==> config.mk <==
export PLATFORM = sky130hd
export DESIGN_NAME = kamacore_muldiv_alu
export DESIGN_NICKNAME = d
export VERILOG_FILES = /design/src/rtl/kamacore_muldiv_alu.sv
export SDC_FILE = /design/constraint.sdc
export NUM_CORES = 1
export LEC_CHECK = 0
export ABC_AREA = 0
export CELL_PAD_IN_SITES_DETAIL_PLACEMENT = 0
export CELL_PAD_IN_SITES_GLOBAL_PLACEMENT = 2
export CORE_AREA = 4 4 192 194
export DETAILED_ROUTE_END_ITERATION = 8
export DIE_AREA = 0 0 196 198
export GPL_ROUTABILITY_DRIVEN = 0
export PLACE_DENSITY_LB_ADDON = 0.08
export SLEW_MARGIN = 20
export SYNTH_ARGS = -nofsm -noshare
export SYNTH_HDL_FRONTEND = slang
export SYNTH_SLANG_ARGS = --single-unit
export TNS_END_PERCENT = 50
==> constraint.sdc <==
create_clock -name clk -period 5.88 [get_ports clk]
set_input_delay 0.882 -clock clk [delete_from_list [all_inputs] [get_ports clk]]
set_output_delay 0.882 -clock clk [all_outputs]
set_load 0.01 [all_outputs]
==> src/rtl/kamacore_muldiv_alu.sv <==
// kamacore_muldiv_alu
//   Integer execute unit. It covers the RV32 OP-IMM and OP groups and, when
//   built with KAMACORE_MULDIV_EN defined, the M extension. Multiply and
//   divide are iterative and retire one bit per cycle. Every other accepted
//   op completes with a latency of one cycle. Any unsupported encoding
//   completes with a zero result and illegal=1.
//
//   Build macro: KAMACORE_MULDIV_EN
//     defined   - funct7=0000001 runs MUL/MULH/MULHSU/MULHU/DIV/DIVU/REM/REMU
//     undefined - funct7=0000001 is reported as illegal, and no mul/div
//                 datapath is built
//
//   Ports
//     clk, rst             clock, synchronous active-high reset
//     in_valid/in_ready    request handshake; in_ready is high only in IDLE
//     instruction          RV32 word (opcode [6:0], funct3 [14:12], funct7 [31:25])
//     source1, source2     rs1 / rs2 operand values
//     imm32i               sign-extended I-type immediate
//     out_valid/out_ready  result handshake
//     alu_result, illegal  result and unsupported-encoding flag, held in DONE
//
//   state | meaning
//   ------+-----------------------------------------------------------
//   IDLE  | waiting for a request, in_ready=1
//   BUSY  | iterating mul/div, one bit per cycle, cnt counts down
//   DONE  | result valid and held until out_ready
module kamacore_muldiv_alu #(
    parameter int CPU_WIDTH = 32,
    parameter int SHAMT_W   = $clog2(CPU_WIDTH)
) (
    input  logic                 clk,
    input  logic                 rst,
    input  logic                 in_valid,
    output logic                 in_ready,
    input  logic [31:0]          instruction,
    input  logic [CPU_WIDTH-1:0] source1,
    input  logic [CPU_WIDTH-1:0] source2,
    input  logic [CPU_WIDTH-1:0] imm32i,
    output logic                 out_valid,
    input  logic                 out_ready,
    output logic [CPU_WIDTH-1:0] alu_result,
    output logic                 illegal
);

    localparam int W     = CPU_WIDTH;
    localparam int CNT_W = SHAMT_W + 1;

    localparam logic [6:0] OPC_OPIMM = 7'b0010011;
    localparam logic [6:0] OPC_OP    = 7'b0110011;
    localparam logic [6:0] F7_BASE   = 7'b0000000;
    localparam logic [6:0] F7_ALT    = 7'b0100000;
    localparam logic [6:0] F7_MULDIV = 7'b0000001;

    typedef enum logic [1:0] {
        IDLE = 2'd0,
        BUSY = 2'd1,
        DONE = 2'd2
    } state_t;

    state_t state, state_next;

    logic [6:0]   funct7;
    logic [2:0]   funct3;
    logic         is_opimm, is_op, alt_f7;
    logic         accept;
    logic [W-1:0] op_b, base_res;
    logic [SHAMT_W-1:0] shamt;
    logic         base_legal, m_req;
    logic         unused_insn;

    assign funct7    = instruction[31:25];
    assign funct3    = instruction[14:12];
    assign is_opimm  = (instruction[6:0] == OPC_OPIMM);
    assign is_op     = (instruction[6:0] == OPC_OP);
    assign alt_f7    = (funct7 == F7_ALT);
    assign in_ready  = (state == IDLE);
    assign out_valid = (state == DONE);
    assign accept    = in_valid && in_ready;
    assign unused_insn = ^{instruction[24:15], instruction[11:7]};

    always_comb begin
        op_b       = is_opimm ? imm32i : source2;
        shamt      = op_b[SHAMT_W-1:0];
        base_legal = 1'b0;
        m_req      = 1'b0;
        base_res   = '0;
        if (is_opimm) begin
            // funct7 is immediate bits here; it is only constrained for shifts
            case (funct3)
                3'b001:  base_legal = (funct7 == F7_BASE);
                3'b101:  base_legal = (funct7 == F7_BASE) || alt_f7;
                default: base_legal = 1'b1;
            endcase
        end else if (is_op) begin
            if (funct7 == F7_BASE)
                base_legal = 1'b1;
            else if (alt_f7)
                base_legal = (funct3 == 3'b000) || (funct3 == 3'b101);
`ifdef KAMACORE_MULDIV_EN
            else if (funct7 == F7_MULDIV)
                m_req = 1'b1;
`endif
        end
        case (funct3)
            3'b000:  base_res = (is_op && alt_f7) ? source1 - op_b : source1 + op_b;
            3'b001:  base_res = source1 << shamt;
            3'b010:  base_res = {{(W-1){1'b0}}, ($signed(source1) < $signed(op_b))};
            3'b011:  base_res = {{(W-1){1'b0}}, (source1 < op_b)};
            3'b100:  base_res = source1 ^ op_b;
            3'b101:  base_res = alt_f7 ? $unsigned($signed(source1) >>> shamt) : source1 >> shamt;
            3'b110:  base_res = source1 | op_b;
            default: base_res = source1 & op_b;
        endcase
        if (!base_legal)
            base_res = '0;
    end

`ifdef KAMACORE_MULDIV_EN
    // acc holds {product_hi, multiplier} for multiply and {remainder, dividend/quotient} for divide
    logic [2*W-1:0] acc, acc_step, prod;
    logic [W-1:0]   opb, a_mag, b_mag, quo, rem, m_res;
    logic [W:0]     mul_sum, div_shift;
    logic [W+1:0]   div_diff;
    logic [2:0]     m_f3;
    logic [CNT_W-1:0] cnt;
    logic           res_neg, rem_neg;
    logic           a_signed, b_signed, a_neg, b_neg;
    logic           unused_div;

    assign unused_div = div_diff[W];

    always_comb begin
        a_signed = 1'b0;
        b_signed = 1'b0;
        case (funct3)
            3'b000, 3'b001, 3'b100, 3'b110: begin
                a_signed = 1'b1;
                b_signed = 1'b1;
            end
            3'b010:  a_signed = 1'b1;
            default: ;
        endcase
        a_neg = a_signed & source1[W-1];
        b_neg = b_signed & source2[W-1];
        a_mag = a_neg ? -source1 : source1;
        b_mag = b_neg ? -source2 : source2;

        mul_sum   = {1'b0, acc[2*W-1:W]} + (acc[0] ? {1'b0, opb} : {(W+1){1'b0}});
        div_shift = {acc[2*W-1:W], acc[W-1]};
        div_diff  = {1'b0, div_shift} - {2'b00, opb};
        if (!m_f3[2])
            acc_step = {mul_sum, acc[W-1:1]};
        else if (!div_diff[W+1])
            acc_step = {div_diff[W-1:0], acc[W-2:0], 1'b1};
        else
            acc_step = {div_shift[W-1:0], acc[W-2:0], 1'b0};

        prod = res_neg ? -acc_step : acc_step;
        quo  = acc_step[W-1:0];
        rem  = acc_step[2*W-1:W];
        if (!m_f3[2])
            m_res = (m_f3[1:0] == 2'b00) ? prod[W-1:0] : prod[2*W-1:W];
        else if (!m_f3[1])
            m_res = res_neg ? -quo : quo;
        else
            m_res = rem_neg ? -rem : rem;
    end
`endif

    always_ff @(posedge clk) begin
        if (rst)
            state <= IDLE;
        else
            state <= state_next;
    end

    always_comb begin
        state_next = state;
        case (state)
            IDLE: if (accept) state_next = m_req ? BUSY : DONE;
`ifdef KAMACORE_MULDIV_EN
            BUSY: if (cnt == CNT_W'(1)) state_next = DONE;
`else
            BUSY: state_next = IDLE;
`endif
            DONE: if (out_ready) state_next = IDLE;
            default: state_next = IDLE;
        endcase
    end

    always_ff @(posedge clk) begin
        if (rst) begin
            alu_result <= '0;
            illegal    <= 1'b0;
`ifdef KAMACORE_MULDIV_EN
            cnt     <= '0;
            acc     <= '0;
            opb     <= '0;
            m_f3    <= '0;
            res_neg <= 1'b0;
            rem_neg <= 1'b0;
`endif
        end else begin
            if (accept) begin
`ifdef KAMACORE_MULDIV_EN
                if (m_req) begin
                    illegal <= 1'b0;
                    cnt     <= CNT_W'(W);
                    acc     <= {{W{1'b0}}, a_mag};
                    opb     <= b_mag;
                    m_f3    <= funct3;
                    // divide by zero keeps the all-ones quotient unsigned
                    res_neg <= funct3[2] ? ((a_neg ^ b_neg) && (source2 != '0)) : (a_neg ^ b_neg);
                    rem_neg <= a_neg;
                end else
`endif
                begin
                    alu_result <= base_res;
                    illegal    <= ~base_legal;
                end
            end
`ifdef KAMACORE_MULDIV_EN
            if (state == BUSY) begin
                acc <= acc_step;
                cnt <= cnt - CNT_W'(1);
                if (cnt == CNT_W'(1))
                    alu_result <= m_res;
            end
`endif
        end
    end

endmodule

**Word level (Yosys, flattened, before mapping)**

Cells that the tools add are included.

- Flip-flop bits (word level): 35
- Input port bits: 132

- Add/sub/neg operators: 2
- Magnitude comparators: 2
- Equal/unequal tests: 12
- Shifts and indexed selects: 3
- Muxes and demuxes: 13
- Bitwise operators: 4
- Reductions and logical operators: 8

Operator list:

| operator | number |
|---|---|
| 32-bit case mux with 7 select lines | 1 |
| 32-bit 2-to-1 mux | 4 |
| 32-bit less-than comparator | 2 |
| 32-bit adder | 1 |
| 32-bit bitwise AND | 1 |
| 32-bit bitwise OR | 1 |
| 32-bit by 5-bit << shifter with 32-bit output | 1 |
| 32-bit by 5-bit right shift with 32-bit output | 1 |
| 32-bit by 5-bit >>> shifter with 32-bit output | 1 |
| 32-bit subtractor | 1 |
| 32-bit bitwise XOR | 1 |
| 7-bit by 6-bit == test with 1-bit output, second input constant | 2 |
| 3-bit == test, second input constant | 3 |
| 7-bit by 5-bit == test with 1-bit output, second input constant | 1 |
| 7-bit zero test | 1 |
| 3-bit by 2-bit == test with 1-bit output, second input constant | 2 |
| 1-bit 2-to-1 mux | 4 |
| 2-bit 2-to-1 mux | 2 |
| 2-bit by 1-bit inequality test with 1-bit output, second input constant | 2 |
| 2-bit case mux with 2 select lines | 1 |
| 3-bit by 1-bit == test with 1-bit output, second input constant | 1 |
| 3-bit zero test | 1 |
| 2-bit == test, second input constant | 1 |
| 1-bit logical AND | 2 |
| other kinds (5) | 6 |

**Depth between registers and ports, before layout**

Gate-level depths: netlist of run 1.

- Depth after elaboration: 7
- Gate-level depth with buffers: 20

**Worst setup path before layout of run 1**

No wires, ideal clock.

- Path type: in2reg
- Start: input instruction[6]
- End: register alu_result[31]
- Arrival time: 5223 ps
- Setup slack: 532 ps
- Cell stages on the path: 19
- Buffers on the path: 4
- Cell sequence: or4b_1 -> buf_2 -> nor2_1 -> buf_1 -> clkbuf_1 -> mux2_2 -> inv_1 -> ha_1 -> clkbuf_1 -> nand2_1 -> nor2_1 -> a221oi_2 -> a21oi_1 -> a311oi_1 -> o41ai_1 -> a2111oi_0 -> nor4_1 -> a211oi_1 -> o21ai_1

- Cells in the longest elaborated chain, start to end: 6
- Elaborated cells between the ends (all ways): 18
- Those cells by class: add/sub: 2; eq/ne: 2; shift: 3; mux: 7; bitwise: 3; reduce/logical: 1

Ends and longest elaborated chain:

| what | line | text |
|---|---|---|
| start, declared | 35 | `input logic [31:0] instruction,` |
| 7-bit by 5-bit == test with 1-bit output | 73 | `assign is_opimm = (instruction[6:0] == OPC_OPIMM);` |
| 32-bit 2-to-1 mux | 82 | `op_b = is_opimm ? imm32i : source2;` |
| 32-bit adder (tied with other cells) | 105 | `3'b000: base_res = (is_op && alt_f7) ? source1 - op_b : source1 + op_b;` |
| 32-bit 2-to-1 mux (on tied branches) | 105, 110 |  |
| 32-bit case mux with 7 select lines | 104 | `case (funct3)` |
| 32-bit 2-to-1 mux * | 114 | `if (!base_legal)` |
| end signal, assigned | 218 | `alu_result <= base_res;` |
| end, declared | 41 | `output logic [CPU_WIDTH-1:0] alu_result,` |

Every way passes the cells marked *; elsewhere a longest branch is shown, timed or not.
A chain may end at the register's enable or synchronous reset.

**Worst setup path after layout of run 1**

Same ends and word-level chain as after synthesis.

==> results of run 1 <==
[report_power, final]
part           total, mW  leakage (nW)  internal [mW]  switching, mW
sequential         0.232         0.274          0.231        0.00109
clock              0.350        0.0781          0.202          0.148
combinational       1.14          4.87          0.419          0.725
total               1.73          5.22          0.853          0.875
[timing repair]
| item | CTS | global route |
|---|---|---|
| resized for setup | 0 | 1 |
| hold buffers | 0 | 0 |
| setup endpoints to repair | 0 | 1 |
[worst max-delay path by stage]
stage	slack (ns)	cells past startpoint	end
floorplan	0.53	19	alu_result[31]
global placement	0.04	20	alu_result[31]
detailed placement	0.02	20	alu_result[31]
CTS	0.34	20	alu_result[31]
global route	0.05	20	alu_result[31]
finish	0.44	17	alu_result[31]
[worst min-delay path, cell delays in order, from the launching register on]
cell and delay, ns:
dfxtp_1 0.31, nand2_1 0.05, o21ai_1 0.05
[cell usage after synthesis (7+ instances only)]
master    instances  area share
a21o_1           17       0.012
o221ai_1         15       0.013
a221oi_1         10      0.0084
ha_1             91        0.11
inv_1            95       0.034
nand3_1         144       0.069
nand2b_1         33       0.020
mux2i_1          33       0.032
nor4_1            9      0.0054
a32oi_1          10      0.0084
a22o_1           11      0.0092
mux4_2            7       0.015
nand4_1           8      0.0048
a31oi_1          24       0.014
nor3_1           26       0.012
and2_1           12      0.0072
o21ai_1          30       0.014
dfxtp_1          34       0.065
o31ai_1          18       0.013
mux2_2           29       0.031
o21ai_0         148       0.071
nor2_1          107       0.038
a211oi_1         21       0.015
and3_1           12      0.0072
o21a_1           11      0.0079
o211ai_1         50       0.036
nand2_1         147       0.053
o22ai_1          10      0.0060
a22oi_1          26       0.019
clkbuf_1         87       0.031
nor2b_1           7      0.0042
o21bai_1         14       0.010
a21oi_1         115       0.055
xor2_1            7      0.0059
a311oi_1         10      0.0084
xnor2_1          29       0.024
buf_2            22       0.011
[kinds of logic after synthesis]
kind of cell               synth area share
DFF                                  0.0651
buffers and inverters                0.0812
and+or+nand+nor                       0.238
adders and majority gates             0.111
AOI/OAI and AO/OA                     0.396
muxes                                0.0790
xor gates and xnor gates             0.0302
[registers in the layout (all words and copies together), names as in the netlist]
signal	count
state	1
alu_result	32
illegal	1
[layout make-up]
type | count | area (um^2)
Timing Repair Buffer | 250 | 2270
Clock buffer | 7 | 133
Fill cell | 3910 | 22200
Tap cell | 461 | 577
Sequential cell | 34 | 681
Multi-Input combinational cell | 1343 | 8950
Clock inverter | 1 | 30.0
Inverter | 98 | 370
[metrics by stage]
step	hold WS (ns)	std cells	total power [mW]	utilization
2_1_floorplan	0.470	1592	0.879	-
3_3_place_gp	0.443	2186	1.35	0.365
3_5_place_dp	0.445	2186	1.34	0.365
4_1_cts	0.458	2194	1.70	0.369
5_1_grt	0.480	2194	1.81	0.369
6_report	0.452	2194	1.73	0.369
[cell usage in the layout (no fill, tap or decap), drive strengths merged, types with 8 or more instances in the layout]
| cell type | synthesis | routed |
|---|---|---|
| o221ai | 16 | 16 |
| a22o | 11 | 11 |
| o21ai | 180 | 180 |
| ha | 91 | 91 |
| and2 | 12 | 12 |
| dfxtp | 34 | 34 |
| a22oi | 26 | 26 |
| inv | 97 | 97 |
| a31oi | 25 | 25 |
| a21oi | 115 | 115 |
| o211ai | 50 | 50 |
| mux2i | 33 | 33 |
| o21bai | 14 | 14 |
| buf | 30 | 100 |
| clkdlybuf4s50 | 0 | 150 |
| a211oi | 21 | 21 |
| nand4 | 8 | 8 |
| nand2b | 33 | 33 |
| o311ai | 8 | 8 |
| nand3 | 144 | 144 |
| and3 | 12 | 12 |
| a21o | 17 | 17 |
| a32oi | 11 | 11 |
| nor4 | 9 | 9 |
| o21a | 11 | 11 |
| a221oi | 11 | 11 |
| nor2 | 108 | 108 |
| o41ai | 8 | 8 |
| a311oi | 10 | 10 |
| mux2 | 30 | 30 |
| xnor2 | 29 | 29 |
| o22ai | 11 | 11 |
| o31ai | 19 | 19 |
| nor3 | 27 | 27 |
| nand2 | 147 | 147 |
[routing by layer]
metal | wire [um] | share of wire | vias up | global-route usage
met5 | 0 | 0 | - | 0
met4 | 1880 | 0.031 | 0 | 0.0825
met3 | 4670 | 0.076 | 99 | 0.0299
met2 | 26400 | 0.43 | 719 | 0.474
met1 | 28200 | 0.46 | 6693 | 0.443
li1 | - | - | 6247 | -
==> impl_metrics.toml, run 1 <==
[run_status]
status = "complete, no violations"

[worst_setup_path]
reg2reg_depth = 8
cpMostUsedCell = "buf_4"
critPathKind = "in2reg"
rr_startpoint = "state[1]"
path_delay_family = "compound AO/OA/AOI/OAI gates"
endpoint_kind = "flip-flop"
arrival_ns = 5.64
crit_fanout = 17
r2r_end = "alu_result[31]"
crit_required_ns = 6.09
critPathLaunchType = "input pin"
crit_buf_inv = 5
r2r_setup_slack_ns = 3.35
cp-startpoint = "instruction[6]"
cp_slowest_cell = "or4b_1"
crit_chain = "clkdlybuf4s50_1 -> or4b_1 -> nor2_4 -> buf_12 -> buf_4 -> mux2_2 -> ha_1 -> nand2_1 -> o31ai_1 -> a311oi_1 -> buf_4 -> o41ai_1 -> a2111oi_0 -> buf_4 -> o21ba_2 -> a211oi_1 -> o21ai_1"
slowest_delay_ns = 0.67

[sta]
slew-limit-headroom = 0.203
final_max_slew_viol_count = 0
period_share = 0.925
fin_setup_tns_ns = 0
clock_skew_ns = 0.0111
setup_slack_ns = 0.441
rsz0062_at_grt = "false"
fin_crit_ns = 5.44
hold_viol = 0
timing.fmax_ghz = 0.184
tightest_slew_ns = 1.18
setup_violations = 0

[place]
placed_area_um2 = 12800
port_buffers = 151
post-dp-hpwl_mm = 48.1
dp_worst_setup_slack_ns = 0.0164

[synth]
synth_flop_cell = "dfxtp_1"
synth_area_um2 = 10500
syn_area_per_cell_um2 = 6.56
async_reset_ff_frac = 0
synth_edf_count = 0
ys_types = 92
synth_fp_nets = 1816
syn-instance-count = 1592
ys_seq_area_frac = 0.0651
synth-seq-cells = 34
yosysWarnings = 0

[die]
num_io_pins = 167
initial_utilization = 0.297
die_y_um = 198
die-area_um2 = 38800
dieWidth_um = 196
num_rows = 69
core_area_um2 = 35200

[drt]
wl_per_cell_um = 27.9
vias = 13800
drt_iter0_drc = 1830
ant_nets = 0
drt-vias-per-instance = 6.27
drt_pass1_iterations = 7
drc = 0
drt_wl_total_mm = 61.2

[worst_hold_path]
hold_start = "alu_result[16]"
hold_depth = 2
hold_class = "reg2reg"
hold_end = "alu_result[16]"

[clocking]
post_cts_buffers = 0
clockBufferDepth = 2
cts.sinks = 34
cts_tree = "yes"
clockRootBuffer = "clkbuf_16"
numCtsBuffers = 5
clkLatencyLatePin_ns = 0.32
path_clk_slew_ns = 0.07
cts_htree_levels = 2

[cells_and_area]
final_layout_size_suffix_gt1_frac = 0.101
antennaDiodeCount = 0
area_growth_pct = 24.5
fin_nets = 1956
final_area_um2 = 13000

[global_routing]
grt_util_all_layers = 0.303
grt_pass1_vias = 13200
grt_pass1_wl_mm = 88.9
grt_start_max_net_pins = 69
grt-ovfl-total = 0
antenna_found_initial = 0

[power]
peakVddDrop_mv = 0.107
p_per_area_nw_per_um2 = 133
leakagePower_nw = 5.22

[run]
cap_violations = 0
Note: power is estimated with default switching activity, not from simulation.
==> run 2, diff against run 1 <==
--- a/config.mk
+++ b/config.mk
@@ -13,6 +13,7 @@
 export DIE_AREA = 0 0 196 198
 export GPL_ROUTABILITY_DRIVEN = 0
 export PLACE_DENSITY_LB_ADDON = 0.08
+export SETUP_SLACK_MARGIN = 0.2
 export SLEW_MARGIN = 20
 export SYNTH_ARGS = -nofsm -noshare
 export SYNTH_HDL_FRONTEND = slang
==> run 2 against run 1 <==
  * First-iteration DRC count is 4.1% higher
  * Die area stayed put
  * Wire length is 0.26% lower
  * Final area is 0.12% higher
  * Power hardly changed
  * Clock power hardly changed
  * Register-to-register slack hardly changed
  * Sequential power hardly changed
  * Utilization hardly changed
  * Critical path type unchanged
  * Largest power group unchanged
==> impl_metrics.toml, run 2 (same netlist as run 1, synthesis figures left out) <==
[global_routing]
grt_pass1_wl_mm = 88.9
antenna_found_initial = 0
grt_util_all_layers = 0.303
grt_start_max_net_pins = 69
grt_pass1_vias = 13200
grt-ovfl-total = 0

[sta]
timing.fmax_ghz = 0.183
final_max_slew_viol_count = 0
clock_skew_ns = 0.0114
hold_viol = 0
rsz0062_at_grt = "true"
slew-limit-headroom = 0.240
fin_setup_tns_ns = 0
setup_violations = 0
tightest_slew_ns = 1.13
period_share = 0.931
fin_crit_ns = 5.47
setup_slack_ns = 0.407

[power]
leakagePower_nw = 5.22
peakVddDrop_mv = 0.107
p_per_area_nw_per_um2 = 133

[cells_and_area]
layout_commonest_cell = "clkdlybuf4s50_1"
fin_nets = 1956
reg.largest.list = "alu_result x32, illegal x1, state x1"
final_layout_size_suffix_gt1_frac = 0.102
fillers = 3905
area_growth_pct = 24.7
max_flop_register = "alu_result"
layout_common_cells = "150 x clkdlybuf4s50_1, 148 x o21ai_0, 146 x nand2_1, 144 x nand3_1, 114 x a21oi_1"
ff_latch_area_um2 = 681
antennaDiodeCount = 0
largest_register_ffs = 32
multi_input_area_um2 = 8960

[drt]
drt_wl_total_mm = 61.0
drt_iter0_drc = 1905
vias = 13600
wl_per_cell_um = 27.8
ant_nets = 0
drc = 0
drt-vias-per-instance = 6.22
drt_pass1_iterations = 6

[clocking]
post_cts_buffers = 0
clkLatencyLatePin_ns = 0.32
clockBufferDepth = 2
cts_tree = "yes"
path_clk_slew_ns = 0.07
cts.sinks = 34
clockRootBuffer = "clkbuf_16"
cts_htree_levels = 2
numCtsBuffers = 5

[worst_setup_path]
critPathLaunchType = "input pin"
reg2reg_depth = 8
arrival_ns = 5.69
rr_startpoint = "state[1]"
critPathKind = "in2reg"
endpoint_kind = "flip-flop"
crit_required_ns = 6.09
crit_fanout = 5
r2r_setup_slack_ns = 3.35
r2r_end = "alu_result[31]"

[worst_hold_path]
hold_depth = 2
hold_class = "reg2reg"
hold_end = "alu_result[16]"
hold_start = "alu_result[16]"

[place]
port_buffers = 151
dp_worst_setup_slack_ns = 0.0164
post-dp-hpwl_mm = 48.1

[run_status]
status = "complete, no violations"

[die]
die_y_um = 198
initial_utilization = 0.297
num_rows = 69
dieWidth_um = 196
core_area_um2 = 35200
num_io_pins = 167
die-area_um2 = 38800

[run]
cap_violations = 0
run 2: changes by cell type in the layout (fill, tap and decap cells not counted):
cell,before,now
a2111oi_0,3,2
a2111oi_1,0,1
buf_4,97,96
buf_6,0,1
o21ai_1,30,29
o21ai_2,1,2
o41ai_1,5,4
o41ai_2,3,4
run 2: layer usage:
metal  part of all wire  global-route usage  vias to the layer above
li1                   -                   -                     6248
met3              0.078              0.0299                       99
met2               0.43               0.474                      704
met1               0.46               0.443                     6591
met5                  0                   0                        -
met4              0.030              0.0825                        0
run 2: how the worst max path moves through the flow:
stage / startpoint / end / cells after the start
2_1_floorplan: instruction[6] / alu_result[31] / 19
3_3_place_gp: instruction[6] / alu_result[31] / 20
3_5_place_dp: instruction[6] / alu_result[31] / 20
4_1_cts: instruction[6] / alu_result[31] / 20
5_1_grt: instruction[6] / alu_result[28] / 17
6_report: instruction[6] / alu_result[30] / 17
run 2: area by class of cell:
class | instances | share of cell area
Timing Repair Buffer | 250 | 0.175
Clock buffer | 7 | 0.0102
Inverter | 98 | 0.0284
Multi-Input combinational cell | 1343 | 0.688
Clock inverter | 1 | 0.00230
Sequential cell | 34 | 0.0522
Tap cell | 461 | 0.0443
run 2: where the power goes:
group          switching (mW)  internal (mW)  total [mW]
clock network           0.149          0.202       0.351
logic                   0.725          0.420        1.14
registers             0.00106          0.231       0.232
total                   0.875          0.853        1.73
run 2: worst max-delay path, stage by stage:
cell,delay (ns)
clkdlybuf4s50_1,0.43
or4b_1,0.68
o21ai_1,0.25
nand2_2,0.11
ha_1,0.26
fa_1,0.44
a21o_1,0.20
a21oi_1,0.30
o211ai_1,0.30
a211oi_1,0.28
buf_4,0.17
o21ai_0,0.21
o311a_1,0.43
o21a_1,0.24
a41oi_1,0.28
a211o_1,0.17
nand3_1,0.07
run 2: timing repair:
action / 4_1_cts / 5_1_grt
resized for setup: 0 / 5
setup endpoints to repair: 0 / 1
hold buffers: 0 / 0
run 2: metrics by stage:
step | area [um^2] | std cells | hold slack [ns] | utilization | power (mW)
CTS | 13000 | 2194 | 0.458 | 0.369 | 1.70
global placement | 12800 | 2186 | 0.443 | 0.365 | 1.35
global route | 13000 | 2194 | 0.480 | 0.370 | 1.81
finish | 13000 | 2194 | 0.451 | 0.370 | 1.73
detailed placement | 12800 | 2186 | 0.445 | 0.365 | 1.34
floorplan | 10500 | 1592 | 0.470 | - | 0.879
